--- src/rtl/pwm_capture.sv ---
// PWM input capture: measures period and high time of pwm_in in clk cycles, exposed over a
// single-cycle-ack mem_valid/mem_ready slave with W1C status flags and a level interrupt.
module pwm_capture #(
  parameter int CNT_W       = 16,
  parameter int SYNC_STAGES = 2
) (
  input  logic        clk,
  input  logic        rst,
  input  logic        mem_valid,
  output logic        mem_ready,
  input  logic [31:0] mem_addr,
  input  logic [31:0] mem_wdata,
  input  logic [3:0]  mem_wstrb,
  output logic [31:0] mem_rdata,
  input  logic        pwm_in,
  output logic        irq
);

  typedef enum logic [1:0] {IDLE, WAIT_RISE, MEASURE} state_t;

  state_t                 state, state_nxt;
  logic [SYNC_STAGES-1:0] sync;
  logic                   sync_d, rise, fall;
  logic [CNT_W-1:0]       cnt, cnt_nxt, high_lat, high_lat_nxt;
  logic                   res_load, ovf_set;
  logic                   en, irq_en, valid, ovf;
  logic [15:0]            period, high;
  logic                   acc, wr0;
  logic [1:0]             reg_sel;
  logic [31:0]            rd_val;
  logic                   unused_bits;

  assign unused_bits = ^{mem_addr[31:4], mem_addr[1:0], mem_wdata[31:2], mem_wstrb[3:1]};

  always_ff @(posedge clk or posedge rst) begin
    if (rst) begin
      sync   <= '0;
      sync_d <= 1'b0;
    end else begin
      sync   <= {sync[SYNC_STAGES-2:0], pwm_in};
      sync_d <= sync[SYNC_STAGES-1];
    end
  end

  assign rise = sync[SYNC_STAGES-1] & ~sync_d;
  assign fall = ~sync[SYNC_STAGES-1] & sync_d;

  always_ff @(posedge clk or posedge rst) begin
    if (rst) begin
      state    <= IDLE;
      cnt      <= '0;
      high_lat <= '0;
    end else begin
      state    <= state_nxt;
      cnt      <= cnt_nxt;
      high_lat <= high_lat_nxt;
    end
  end

  // Both edges see the same synchronizer delay, so cnt=1 on the cycle after a rise
  // makes PERIOD and HIGH exact cycle counts.
  always_comb begin
    state_nxt    = state;
    cnt_nxt      = cnt;
    high_lat_nxt = high_lat;
    res_load     = 1'b0;
    ovf_set      = 1'b0;
    if (!en) begin
      state_nxt    = IDLE;
      cnt_nxt      = '0;
      high_lat_nxt = '0;
    end else begin
      case (state)
        IDLE: begin
          state_nxt    = WAIT_RISE;
          cnt_nxt      = '0;
          high_lat_nxt = '0;
        end
        WAIT_RISE: begin
          if (rise) begin
            state_nxt    = MEASURE;
            cnt_nxt      = CNT_W'(1);
            high_lat_nxt = '0;
          end
        end
        MEASURE: begin
          if (rise) begin
            res_load     = 1'b1;
            cnt_nxt      = CNT_W'(1);
            high_lat_nxt = '0;
          end else if (cnt == '1) begin
            ovf_set      = 1'b1;
            state_nxt    = WAIT_RISE;
            cnt_nxt      = '0;
            high_lat_nxt = '0;
          end else begin
            cnt_nxt = cnt + CNT_W'(1);
            if (fall) high_lat_nxt = cnt;
          end
        end
        default: state_nxt = IDLE;
      endcase
    end
  end

  assign acc     = mem_valid & ~mem_ready;
  assign wr0     = acc & mem_wstrb[0];
  assign reg_sel = mem_addr[3:2];

  always_comb begin
    rd_val = '0;
    case (reg_sel)
      2'd0:    rd_val = {30'd0, irq_en, en};
      2'd1:    rd_val = {30'd0, ovf, valid};
      2'd2:    rd_val = {high, period};
      default: rd_val = '0;
    endcase
  end

  // Hardware set is OR-ed in after the W1C mask so a same-cycle set wins.
  always_ff @(posedge clk or posedge rst) begin
    if (rst) begin
      en        <= 1'b0;
      irq_en    <= 1'b0;
      valid     <= 1'b0;
      ovf       <= 1'b0;
      period    <= '0;
      high      <= '0;
      mem_ready <= 1'b0;
      mem_rdata <= '0;
      irq       <= 1'b0;
    end else begin
      if (wr0 && reg_sel == 2'd0) begin
        en     <= mem_wdata[0];
        irq_en <= mem_wdata[1];
      end
      valid <= (valid & ~(wr0 && reg_sel == 2'd1 && mem_wdata[0])) | res_load;
      ovf   <= (ovf & ~(wr0 && reg_sel == 2'd1 && mem_wdata[1])) | ovf_set;
      if (res_load) begin
        period <= 16'(cnt);
        high   <= 16'(high_lat);
      end
      mem_ready <= acc;
      mem_rdata <= acc ? rd_val : 32'd0;
      irq       <= irq_en & (valid | ovf);
    end
  end

endmodule

--- config.mk ---
export PLATFORM = sky130hd
export DESIGN_NAME = pwm_capture
export DESIGN_NICKNAME = d
export VERILOG_FILES = /design/src/rtl/pwm_capture.sv
export SDC_FILE = /design/constraint.sdc
export NUM_CORES = 1
export LEC_CHECK = 0
export ABC_AREA = 1
export BUFFER_PORTS_ARGS = -buffer_cell sky130_fd_sc_hd__buf_4
export CAP_MARGIN = 5
export CELL_PAD_IN_SITES_DETAIL_PLACEMENT = 0
export CELL_PAD_IN_SITES_GLOBAL_PLACEMENT = 2
export CORE_MARGIN = 2
export CORE_UTILIZATION = 34
export DETAILED_ROUTE_END_ITERATION = 8
export MAX_ROUTING_LAYER = met4
export PLACE_DENSITY = 0.84
export REMOVE_ABC_BUFFERS = 1
export SYNTH_ARGS = -nofsm -noshare
export SYNTH_HDL_FRONTEND = slang
export SYNTH_SLANG_ARGS = --single-unit
--- constraint.sdc ---
create_clock -name clk -period 5.3 [get_ports clk]
set_clock_uncertainty 0.15 [all_clocks]
set_input_delay 0.265 -clock clk [delete_from_list [all_inputs] [get_ports clk]]
set_output_delay 0.265 -clock clk [all_outputs]
set_load 0.02 [all_outputs]
==> summary.txt <==
STA
  – Worst-Margin Slew: 1.13 ns
  – Final TNS setup: 0 ns
  – Final worst slack: 2.73 ns
  – FMAX: 389 MHz
  – Unrepaired setup endpoints after global routing: false
  – Setup Viol. Count Final: 0
  – Final Max Slew Viols: 0
  – Tmin final: 2.57 ns
  – Hold_ws: 0.0574 ns
  – Slew HR: 0.247
  – Crit share post-route: 0.485
  – Hold Fails Final Rpt: 0

GRT
  – Number of global-route vias before repair: 3204
  – Most Used Layer, Global Route: met2
  – GRT overflow: 0
  – Initial antenna violation count: 0
  – Met2 usage: 0.218
  – Met1 Use GR: 0.191
  – GRT Total Usage: 0.142
  – Largest net degree at the start of global routing: 60
  – M3 GR Usage: 0.0314
  – First-pass GRT wire length: 15800 um

Critical path
  – Setup Crit Path Kind: reg -> reg
  – Critical path data required time: 5.37 ns
  – CP Launch Type: register
  – Endpoint type of the worst setup path: register
  – WP data arrival: 2.64 ns
  – Top fanout value on the critical path: 59
  – Worst R2R Setup Slack: 2.73 ns
  – Critical path origin: state[0]
  – R2r endpoint: period[0]
  – Critical R2R Launch: state[0]
  – R2R depth: 7

Detailed routing
  – Vias: 3299
  – Drt pass-1 iters: 4
  – Vias/cell: 4.48
  – Routed length per instance: 12.6 um
  – Remaining DRCs: 0
  – Post-route ant nets: 0
  – Initial drt markers: 225
  – Routed WL: 9260 um

Worst hold path
  – Startpoint of the worst hold path: mem_valid
  – Hold Crit Endpoint: mem_ready
  – Hold path cells: 3
  – Hold Crit Class: in -> reg

Cells and area
  – Fillers: 1326
  – Area grow syn2layout: 17.4%
  – Post-layout util: 0.408
  – Most frequent cells in the layout: 119 x nand2_1, 107 x dfrtp_1, 73 x inv_1
  – Nets: 633
  – N_diodes: 0
  – Commonest non-fill, non-tap cell in the layout: nand2_1
  – Layout cell share with drive strength beyond 1: 0.134
  – Post-route cell area: 5380 sq um

Placed design
  – Routability Congestion: 0.851
  – I/O Buffers: 42
  – Post-DP HPWL: 6050 um
  – Pre-CTS WS: 2.71 ns
  – Placed cell areas: 5030 sq um

Die
  – Core area: 13200 sq um
  – Rows: 42
  – Initial Util: 0.348
  – Die H: 120 um
  – Die area: 14400 sq um
  – I/O Pins: 106
  – Die X: 120 um

Pwr
  – Switching share of power: 0.253
  – Pwr/cell area: 329 nW/um^2
  – Comb power frac: 0.100
  – Clock share of power: 0.417
  – Worst vdd ir: 0.147 mV
  – Leak Pwr: 2.54 nW
  – Sequential share of power: 0.483
  – Int Power: 1.32 mW
  – P_sw: 0.447 mW

Clock tree
  – Clock latency on the worst-skew pair: 0.34 ns
  – Maximum clock insertion buffer count: 2
  – Post_cts resized: 0
  – Num CTS Buffers: 9
  – Worst-path clk slew: 0.07 ns
  – Sink Count: 107
  – CTS tree: yes
  – Root buffer cell: clkbuf_16
  – # H-tree levels: 3

Synth
  – Mean Syn Cell Area: 8.87 sq um
  – Cell area after technology mapping: 4580 sq um
  – Sequential share of the synthesized area: 0.584
  – Cell variety after synth: 28
  – Synthesized flop and latch total: 107
  – Synth warn: 0
  – Syn Inst Count: 517

Outcome
  – Status: completed

Job
  – Max-cap violations: 0
-- synth_stat cells --
cell type | number | area share
nand2_2 | 3 | 0.0041
nand2_1 | 119 | 0.097
buf_1 | 2 | 0.0016
nand4_1 | 2 | 0.0027
ha_1 | 6 | 0.016
xor2_1 | 5 | 0.0096
nand4_4 | 1 | 0.0046
buf_2 | 2 | 0.0022
buf_6 | 3 | 0.0074
nand3_1 | 36 | 0.039
nor2_1 | 49 | 0.040
clkbuf_1 | 6 | 0.0049
and3_1 | 1 | 0.0014
inv_1 | 74 | 0.061
nor3_1 | 31 | 0.034
nor2_4 | 3 | 0.0074
o21ai_2 | 1 | 0.0019
nand3_4 | 1 | 0.0038
a21oi_1 | 3 | 0.0033
o21a_1 | 1 | 0.0016
o21ai_0 | 49 | 0.053
dfrtp_1 | 107 | 0.58
nor2_2 | 3 | 0.0041
nand2_4 | 1 | 0.0025
inv_2 | 1 | 0.00082
buf_4 | 5 | 0.0082
nor3b_1 | 1 | 0.0016
o21ai_1 | 1 | 0.0011
-- routing by layer --
layer / share of wire / routed length [um]
met1: 0.51 / 4710
met2: 0.45 / 4200
met3: 0.025 / 234
met4: 0.012 / 108
met5: 0 / 0
-- area by class of cell --
| class | count | area (sq um) | area share |
|---|---|---|---|
| clock buffer | 11 | 253 | 0.0470 |
| clock inverter | 5 | 83.8 | 0.0156 |
| timing repair buffer | 45 | 343 | 0.0637 |
| tap | 176 | 220 | 0.0409 |
| sequential | 107 | 2680 | 0.497 |
| multi-input combinational | 317 | 1520 | 0.283 |
| inverter | 75 | 284 | 0.0528 |
-- worst max-delay path: stages, from the launching register on --
cell and delay (ns):
dfrtp_1 0.41, inv_1 0.11, ha_1 0.19, nand2_1 0.14, nor2_4 0.89, inv_1 0.34
nand2_1 0.13, o21ai_0 0.08
-- how the worst max path moves through the flow --
| stage | cells after the start | slack [ns] | endpoint |
|---|---|---|---|
| after floorplan | 1 | 2.07 | cnt[0] |
| final | 7 | 2.73 | period[0] |
| after CTS | 6 | 2.68 | period[0] |
| after global routing | 6 | 2.30 | period[15] |
| after detailed placement | 7 | 2.71 | period[0] |
| after global placement | 7 | 2.70 | period[15] |
-- through the flow --
step	power (mW)	std cells
6_report	1.77	736
5_1_grt	1.86	736
4_1_cts	1.80	736
3_5_place_dp	1.05	718
3_3_place_gp	1.05	718
2_1_floorplan	0.987	499
-- sequential cells by signal (all words and copies together), names as in the netlist --
| register | count |
|---|---|
| cnt | 16 |
| valid | 1 |
| high | 16 |
| en | 1 |
| ovf | 1 |
| mem_rdata | 32 |
| sync | 2 |
| irq | 1 |
| state | 2 |
| sync_d | 1 |
| period | 16 |
| mem_ready | 1 |
| high_lat | 16 |
| irq_en | 1 |
-- power groups by stage --
stage	combinational, mW	clock [mW]	sequential (mW)
after floorplan	0.118	0	0.869
after global placement	0.177	0	0.868
after detailed placement	0.180	0	0.869
after CTS	0.182	0.760	0.853
after global routing	0.205	0.794	0.857
final	0.177	0.738	0.854
-- what timing repair did --
item	4_1_cts	5_1_grt
endpoints found under the hold margin	49	0
setup buffers	0	0
hold buffers	2	0
-- logic make-up after synthesis --
kind of cell,synth area share
buf+inv,0.0857
flops,0.584
xor+xnor,0.00955
simple gates,0.243
compound gates,0.0614
fa+ha+maj,0.0164
No activity file was read; power rests on OpenSTA's default activity.
